$ cat config.mk
export PLATFORM = sky130hd
export DESIGN_NAME = exe_divider
export DESIGN_NICKNAME = d
export VERILOG_FILES = /design/src/rtl/exe_divider_pkg.sv /design/src/rtl/exe_divider.sv
export SDC_FILE = /design/constraint.sdc
export NUM_CORES = 1
export LEC_CHECK = 0
export ABC_CLOCK_PERIOD_IN_PS = 3900
export BUFFER_PORTS_ARGS = -buffer_cell sky130_fd_sc_hd__buf_2
export CAP_MARGIN = 20
export CORE_UTILIZATION = 45
export DETAILED_ROUTE_END_ITERATION = 8
export PLACE_DENSITY = 0.6
export SETUP_SLACK_MARGIN = 0.05
export SKIP_LAST_GASP = 1
export SLEW_MARGIN = 20
export SYNTH_ARGS = -nofsm -noshare
export SYNTH_HDL_FRONTEND = slang
export SYNTH_SLANG_ARGS = --single-unit
$ cat constraint.sdc
create_clock -name clk -period 3.9 [get_ports clk]
set_input_delay 0.78 -clock clk [delete_from_list [all_inputs] [get_ports clk]]
set_output_delay 0.78 -clock clk [all_outputs]
set_load 0.02 [all_outputs]
$ cat src/rtl/exe_divider_pkg.sv
// Shared EXE-stage constants: word width, div_op encodings and divider FSM states.
// Reused by the decoder, the ID/EXE register and exe_divider.
package exe_divider_pkg;

   localparam int WORD_WIDTH = 32;

   typedef enum logic [1:0] {
      OP_DIV  = 2'b00,
      OP_DIVU = 2'b01,
      OP_REM  = 2'b10,
      OP_REMU = 2'b11
   } div_op_e;

   typedef enum logic [1:0] {
      S_IDLE = 2'b00,
      S_CALC = 2'b01,
      S_DONE = 2'b10
   } div_state_e;

   // Bit 0 clear selects the signed flavours; bit 1 set selects the remainder.
   function automatic logic op_is_signed(input logic [1:0] op);
      return ~op[0];
   endfunction

   function automatic logic op_is_rem(input logic [1:0] op);
      return op[1];
   endfunction

endpackage

$ cat src/rtl/exe_divider.sv
// Iterative restoring radix-2 divider for the EXE stage (DIV/DIVU/REM/REMU).
// Optional macro DIV_EARLY_OUT_EN: divide-by-zero and signed overflow skip the iterations.
module exe_divider
   import exe_divider_pkg::*;
(
   input  logic                  clk,
   input  logic                  rst,
   input  logic                  flush,
   input  logic                  div_valid,
   input  logic [1:0]            div_op,
   input  logic [WORD_WIDTH-1:0] opA,
   input  logic [WORD_WIDTH-1:0] opB,
   input  logic [4:0]            rd,
   output logic                  busy,
   output logic                  done,
   output logic [WORD_WIDTH-1:0] result,
   output logic [4:0]            done_rd
);

   localparam int         W          = WORD_WIDTH;
   localparam logic [5:0] LAST_COUNT = 6'd32;
   localparam logic [W-1:0] MIN_NEG  = {1'b1, {(W-1){1'b0}}};

   div_state_e   state_reg, state_next;
   logic [5:0]   count_reg, count_next;
   logic [1:0]   op_reg, op_next;
   logic [4:0]   rd_reg, rd_next;
   logic [W-1:0] quo_reg, quo_next;
   logic [W:0]   rem_reg, rem_next;
   logic [W-1:0] divisor_reg, divisor_next;
   logic [W-1:0] dividend_reg, dividend_next;
   logic         neg_q_reg, neg_q_next;
   logic         neg_r_reg, neg_r_next;
   logic         zero_reg, zero_next;
   logic         ovf_reg, ovf_next;
   logic [W-1:0] result_reg, result_next;
   logic [4:0]   done_rd_reg, done_rd_next;

   logic [W:0]   shifted;
   logic [W+1:0] trial;
   logic         a_neg, b_neg;
   logic [W-1:0] mag_a, mag_b;
   logic [W-1:0] quo_fix, rem_fix, final_value;
   logic         finish;

   always_comb begin
      shifted = {rem_reg[W-1:0], quo_reg[W-1]};
      trial   = {1'b0, shifted} - {2'b00, divisor_reg};
      a_neg   = op_is_signed(div_op) & opA[W-1];
      b_neg   = op_is_signed(div_op) & opB[W-1];
      mag_a   = a_neg ? -opA : opA;
      mag_b   = b_neg ? -opB : opB;
   end

   // Sign correction and special-case overrides, applied on the way into DONE.
   always_comb begin
      quo_fix = neg_q_reg ? -quo_reg : quo_reg;
      rem_fix = neg_r_reg ? -rem_reg[W-1:0] : rem_reg[W-1:0];
      if (zero_reg) begin
         quo_fix = '1;
         rem_fix = dividend_reg;
      end else if (ovf_reg) begin
         quo_fix = MIN_NEG;
         rem_fix = '0;
      end
      final_value = op_is_rem(op_reg) ? rem_fix : quo_fix;
   end

   // The counter sits at 32 for one extra CALC cycle after the last step,
   // which lines the done pulse up with the pipeline's 33-edge latency.
`ifdef DIV_EARLY_OUT_EN
   assign finish = (count_reg == LAST_COUNT) || zero_reg || ovf_reg;
`else
   assign finish = (count_reg == LAST_COUNT);
`endif

   always_comb begin
      state_next    = state_reg;
      count_next    = count_reg;
      op_next       = op_reg;
      rd_next       = rd_reg;
      quo_next      = quo_reg;
      rem_next      = rem_reg;
      divisor_next  = divisor_reg;
      dividend_next = dividend_reg;
      neg_q_next    = neg_q_reg;
      neg_r_next    = neg_r_reg;
      zero_next     = zero_reg;
      ovf_next      = ovf_reg;
      result_next   = result_reg;
      done_rd_next  = done_rd_reg;

      case (state_reg)
         S_IDLE: begin
            if (div_valid) begin
               state_next    = S_CALC;
               count_next    = '0;
               op_next       = div_op;
               rd_next       = rd;
               quo_next      = mag_a;
               rem_next      = '0;
               divisor_next  = mag_b;
               dividend_next = opA;
               neg_q_next    = a_neg ^ b_neg;
               neg_r_next    = a_neg;
               zero_next     = (opB == '0);
               ovf_next      = op_is_signed(div_op) && (opA == MIN_NEG) && (opB == '1);
            end
         end
         S_CALC: begin
            if (finish) begin
               state_next   = S_DONE;
               result_next  = final_value;
               done_rd_next = rd_reg;
            end else begin
               count_next = count_reg + 6'd1;
               if (!trial[W+1]) begin
                  rem_next = trial[W:0];
                  quo_next = {quo_reg[W-2:0], 1'b1};
               end else begin
                  rem_next = shifted;
                  quo_next = {quo_reg[W-2:0], 1'b0};
               end
            end
         end
         S_DONE:  state_next = S_IDLE;
         default: state_next = S_IDLE;
      endcase

      // A flushed operation must leave the visible result untouched.
      if (flush) begin
         state_next   = S_IDLE;
         result_next  = result_reg;
         done_rd_next = done_rd_reg;
      end
   end

   always_ff @(posedge clk) begin
      if (rst) begin
         state_reg    <= S_IDLE;
         count_reg    <= '0;
         op_reg       <= '0;
         rd_reg       <= '0;
         quo_reg      <= '0;
         rem_reg      <= '0;
         divisor_reg  <= '0;
         dividend_reg <= '0;
         neg_q_reg    <= 1'b0;
         neg_r_reg    <= 1'b0;
         zero_reg     <= 1'b0;
         ovf_reg      <= 1'b0;
         result_reg   <= '0;
         done_rd_reg  <= '0;
      end else begin
         state_reg    <= state_next;
         count_reg    <= count_next;
         op_reg       <= op_next;
         rd_reg       <= rd_next;
         quo_reg      <= quo_next;
         rem_reg      <= rem_next;
         divisor_reg  <= divisor_next;
         dividend_reg <= dividend_next;
         neg_q_reg    <= neg_q_next;
         neg_r_reg    <= neg_r_next;
         zero_reg     <= zero_next;
         ovf_reg      <= ovf_next;
         result_reg   <= result_next;
         done_rd_reg  <= done_rd_next;
      end
   end

   assign busy    = (state_reg == S_CALC);
   assign done    = (state_reg == S_DONE);
   assign result  = result_reg;
   assign done_rd = done_rd_reg;

endmodule

==> impl_metrics.yaml <==
status:
  status: "finished, violations left"
  violations: "design-rule violations"
timing:
  max_slew.worst_pin.slew_ns: 1.03
  post-route-period-util_pct: 82.8
  hold_viol: 0
  maxSlewHeadroom_pct: 31.2
  setup_viol: 0
  maxSlewViolCount: 0
  setup_tns_ns: 0
  setup_slack_ns: 0.672
  clock.fmax_mhz: 310
  period_needed_ns: 3.23
  finClkSkew_ns: 0.0183
  rsz0062_at_grt: "no"
setup_path:
  cp_common_cell: "a21oi_1"
  critPathArrivalTime_ns: 3.53
  startpoint_type: "register"
  cp-end-kind: "register"
  crit_required_ns: 4.20
  path_cells: "ha_1, a21oi_1, o21bai_1, a21o_1, a21oi_1, nand3_1, a31oi_4, buf_4, mux2i_1, o21ai_0"
  path_class: "register to register"
  crit_buf_inv: 1
  critPathMaxStageDelay_ns: 0.59
  cp_top_family: "compound AO/OA/AOI/OAI gates"
  crit_slowest_cell: "a31oi_4"
  cp_max_fo: 18
placed_design:
  port_buffers: 113
  hpwl_microns: 29100
  gp_congestion: 0.897
  pre_cts_slack_ns: 0.509
  placed_cells: 1978
layout:
  drive_above_1_share_pct: 12.2
  fin_cells: 2010
  register_area_sq_um: 3660
  n_fill_cell: 2575
  nets: 1777
  multi_input_area_sq_um: 7790
  utilization_pct: 51.6
  area_growth_pct: 12.1
  antennaDiodeCount: 0
global_route:
  grt_pass1_wl_microns: 61800
  grt_pass1_vias: 10700
  antenna_found_initial: 0
  grt_max_degree: 83
  grt.total_usage_pct: 28.3
  gr-total-overflow: 0
synthesis:
  synth.avg_cell_area_sq_um: 7.51
  synth_nets: 1722
  synthTopCellsByArea: "dfxtp_1 (30%), nand2_1 (6.3%), a21oi_1 (5.9%)"
  synth_top_cell_area_share_pct: 30.4
  syn_inst: 1607
  synth_flop_cell: "dfxtp_1"
  synth_area_leader_cell: "dfxtp_1"
  yosysWarnings: 0
  synth-edff-count: 0
  synth_area_sq_um: 12100
  yosysSeqAreaShare_pct: 30.4
  synthDistinctLibCells: 72
  synth_seq_cells: 183
  async_flop_share_pct: 0
clock_tree:
  cts_tree: "done"
  ctsResizeCount: 0
  clockBufferDepth: 2
  h-tree-depth: 4
  cts_setup_buffers: 0
  holdBufCountCts: 0
  clkLatencyLatePin_ns: 0.45
  root_buffer: "clkbuf_16"
  numCtsBuffers: 17
  clk_pin_slew_ns: 0.09
  cts_sinks: 183
floorplan:
  io-pin-count: 114
  rows: 59
  dieHeight_microns: 166
  core_sq_um: 26200
  start_util_pct: 46.1
  die_area_sq_um: 27500
  die_w_microns: 166
power_and_ir_drop:
  power.total_w: 0.00478
  leakage_nw: 5.49
  p_per_area_nw_per_um2: 354
  ir_worst_vdd_mv: 0.251
routing:
  drc: 4
  drt-pass1-iter-count: 7
  wl_per_cell_microns: 19.6
  vias: 12100
  drt_iter0_markers: 1260
  postRouteAntennaNets: 0
  routed_wl_microns: 39400
  via_per_inst: 6.01
run:
  drv_cap: 0
min_path:
  hp-class: "register to register"
==> layer usage <==
layer,part of all wire [%],track usage [%]
met5,0,0
met4,1.4,6.75
met3,7.1,4.43
met2,41,40.1
met1,51,44.1
==> Yosys cell counts, types with 4 or more instances <==
library cell / count
a211oi_1: 55
a21o_1: 8
a21oi_1: 143
a221oi_1: 11
a311oi_1: 8
a31oi_1: 18
a32oi_1: 9
and3_1: 9
buf_1: 9
buf_2: 6
clkbuf_1: 87
dfxtp_1: 183
ha_1: 39
inv_1: 58
mux2i_1: 34
nand2_1: 202
nand2b_1: 8
nand3_1: 20
nand4_1: 21
nor2_1: 186
nor2b_1: 10
nor3_1: 48
nor4_1: 13
o211ai_1: 12
o21a_1: 9
o21ai_0: 97
o21bai_1: 4
o221ai_1: 14
o22ai_1: 14
o31a_1: 4
o31ai_1: 26
o41ai_1: 15
or2_2: 5
or3_1: 18
or4_1: 18
xnor2_1: 61
xor2_1: 70
==> logic make-up after synthesis <==
| group | synth area share [%] |
|---|---|
| and+or+nand+nor | 22.6 |
| AOI/OAI and AO/OA | 25.0 |
| DFF | 30.4 |
| buffers and inverters | 5.44 |
| xor gates and xnor gates | 9.51 |
| adders and majority gates | 4.21 |
| muxes | 2.91 |
==> report_power, final <==
group | internal [W] | total, W | switching [W] | leakage [nW]
Clock | 0.000895 | 0.00185 | 0.000957 | 0.304
Sequential | 0.00195 | 0.00205 | 0.000102 | 1.50
Combinational | 0.000319 | 0.000880 | 0.000561 | 3.69
==> cell type report <==
class                      count  area share [%]
multi-input combinational   1259            57.6
timing repair buffer         143            5.96
clock buffer                  17            3.14
clock inverter                15            1.54
tap                          335            3.10
inverter                      58            1.61
sequential                   183            27.1
==> worst min-delay path, stage by stage, from the launching register on <==
cell and delay [ns]:
dfxtp_1 0.31, nand2_1 0.05, a21oi_1 0.05
==> stage by stage <==
| step | cell area, sq um | hold WS [ns] |
|---|---|---|
| 3_3_place_gp | 12900 | 0.437 |
| 5_1_grt | 13500 | 0.468 |
| 2_1_floorplan | 12100 | 0.432 |
| 6_report | 13500 | 0.453 |
| 4_1_cts | 13500 | 0.455 |
| 3_5_place_dp | 12900 | 0.443 |
==> path summary, 6_finish.rpt <==
check | depth (start not counted) | slack, ns | start | to
worst max-delay path | 10 | 0.67 | rem_reg[13] | rem_reg[9]
worst min-delay path | 2 | 0.45 | done_rd[0] | done_rd[0]
worst max register to register | 10 | 0.67 | rem_reg[13] | rem_reg[9]
worst min register to register | 2 | 0.45 | done_rd[0] | done_rd[0]
==> placed cells by master (no fill, tap or decap), types with 5 or more instances in the layout <==
cell,n
nand2_1,201
nor2_1,185
dfxtp_1,183
a21oi_1,142
buf_2,112
o21ai_0,97
xor2_1,70
xnor2_1,61
inv_1,58
a211oi_1,55
nor3_1,47
ha_1,39
mux2i_1,34
buf_4,30
o31ai_1,26
nand4_1,21
nand3_1,20
or4_1,18
or3_1,18
a31oi_1,17
clkbuf_16,17
o41ai_1,15
o221ai_1,14
o22ai_1,14
nor4_1,13
o211ai_1,12
a221oi_1,11
nor2b_1,10
o21a_1,9
and3_1,9
a32oi_1,9
nand2b_1,8
a311oi_1,8
a21o_1,8
clkinv_8,6
or2_2,5
(Power assumes the default switching activity.)
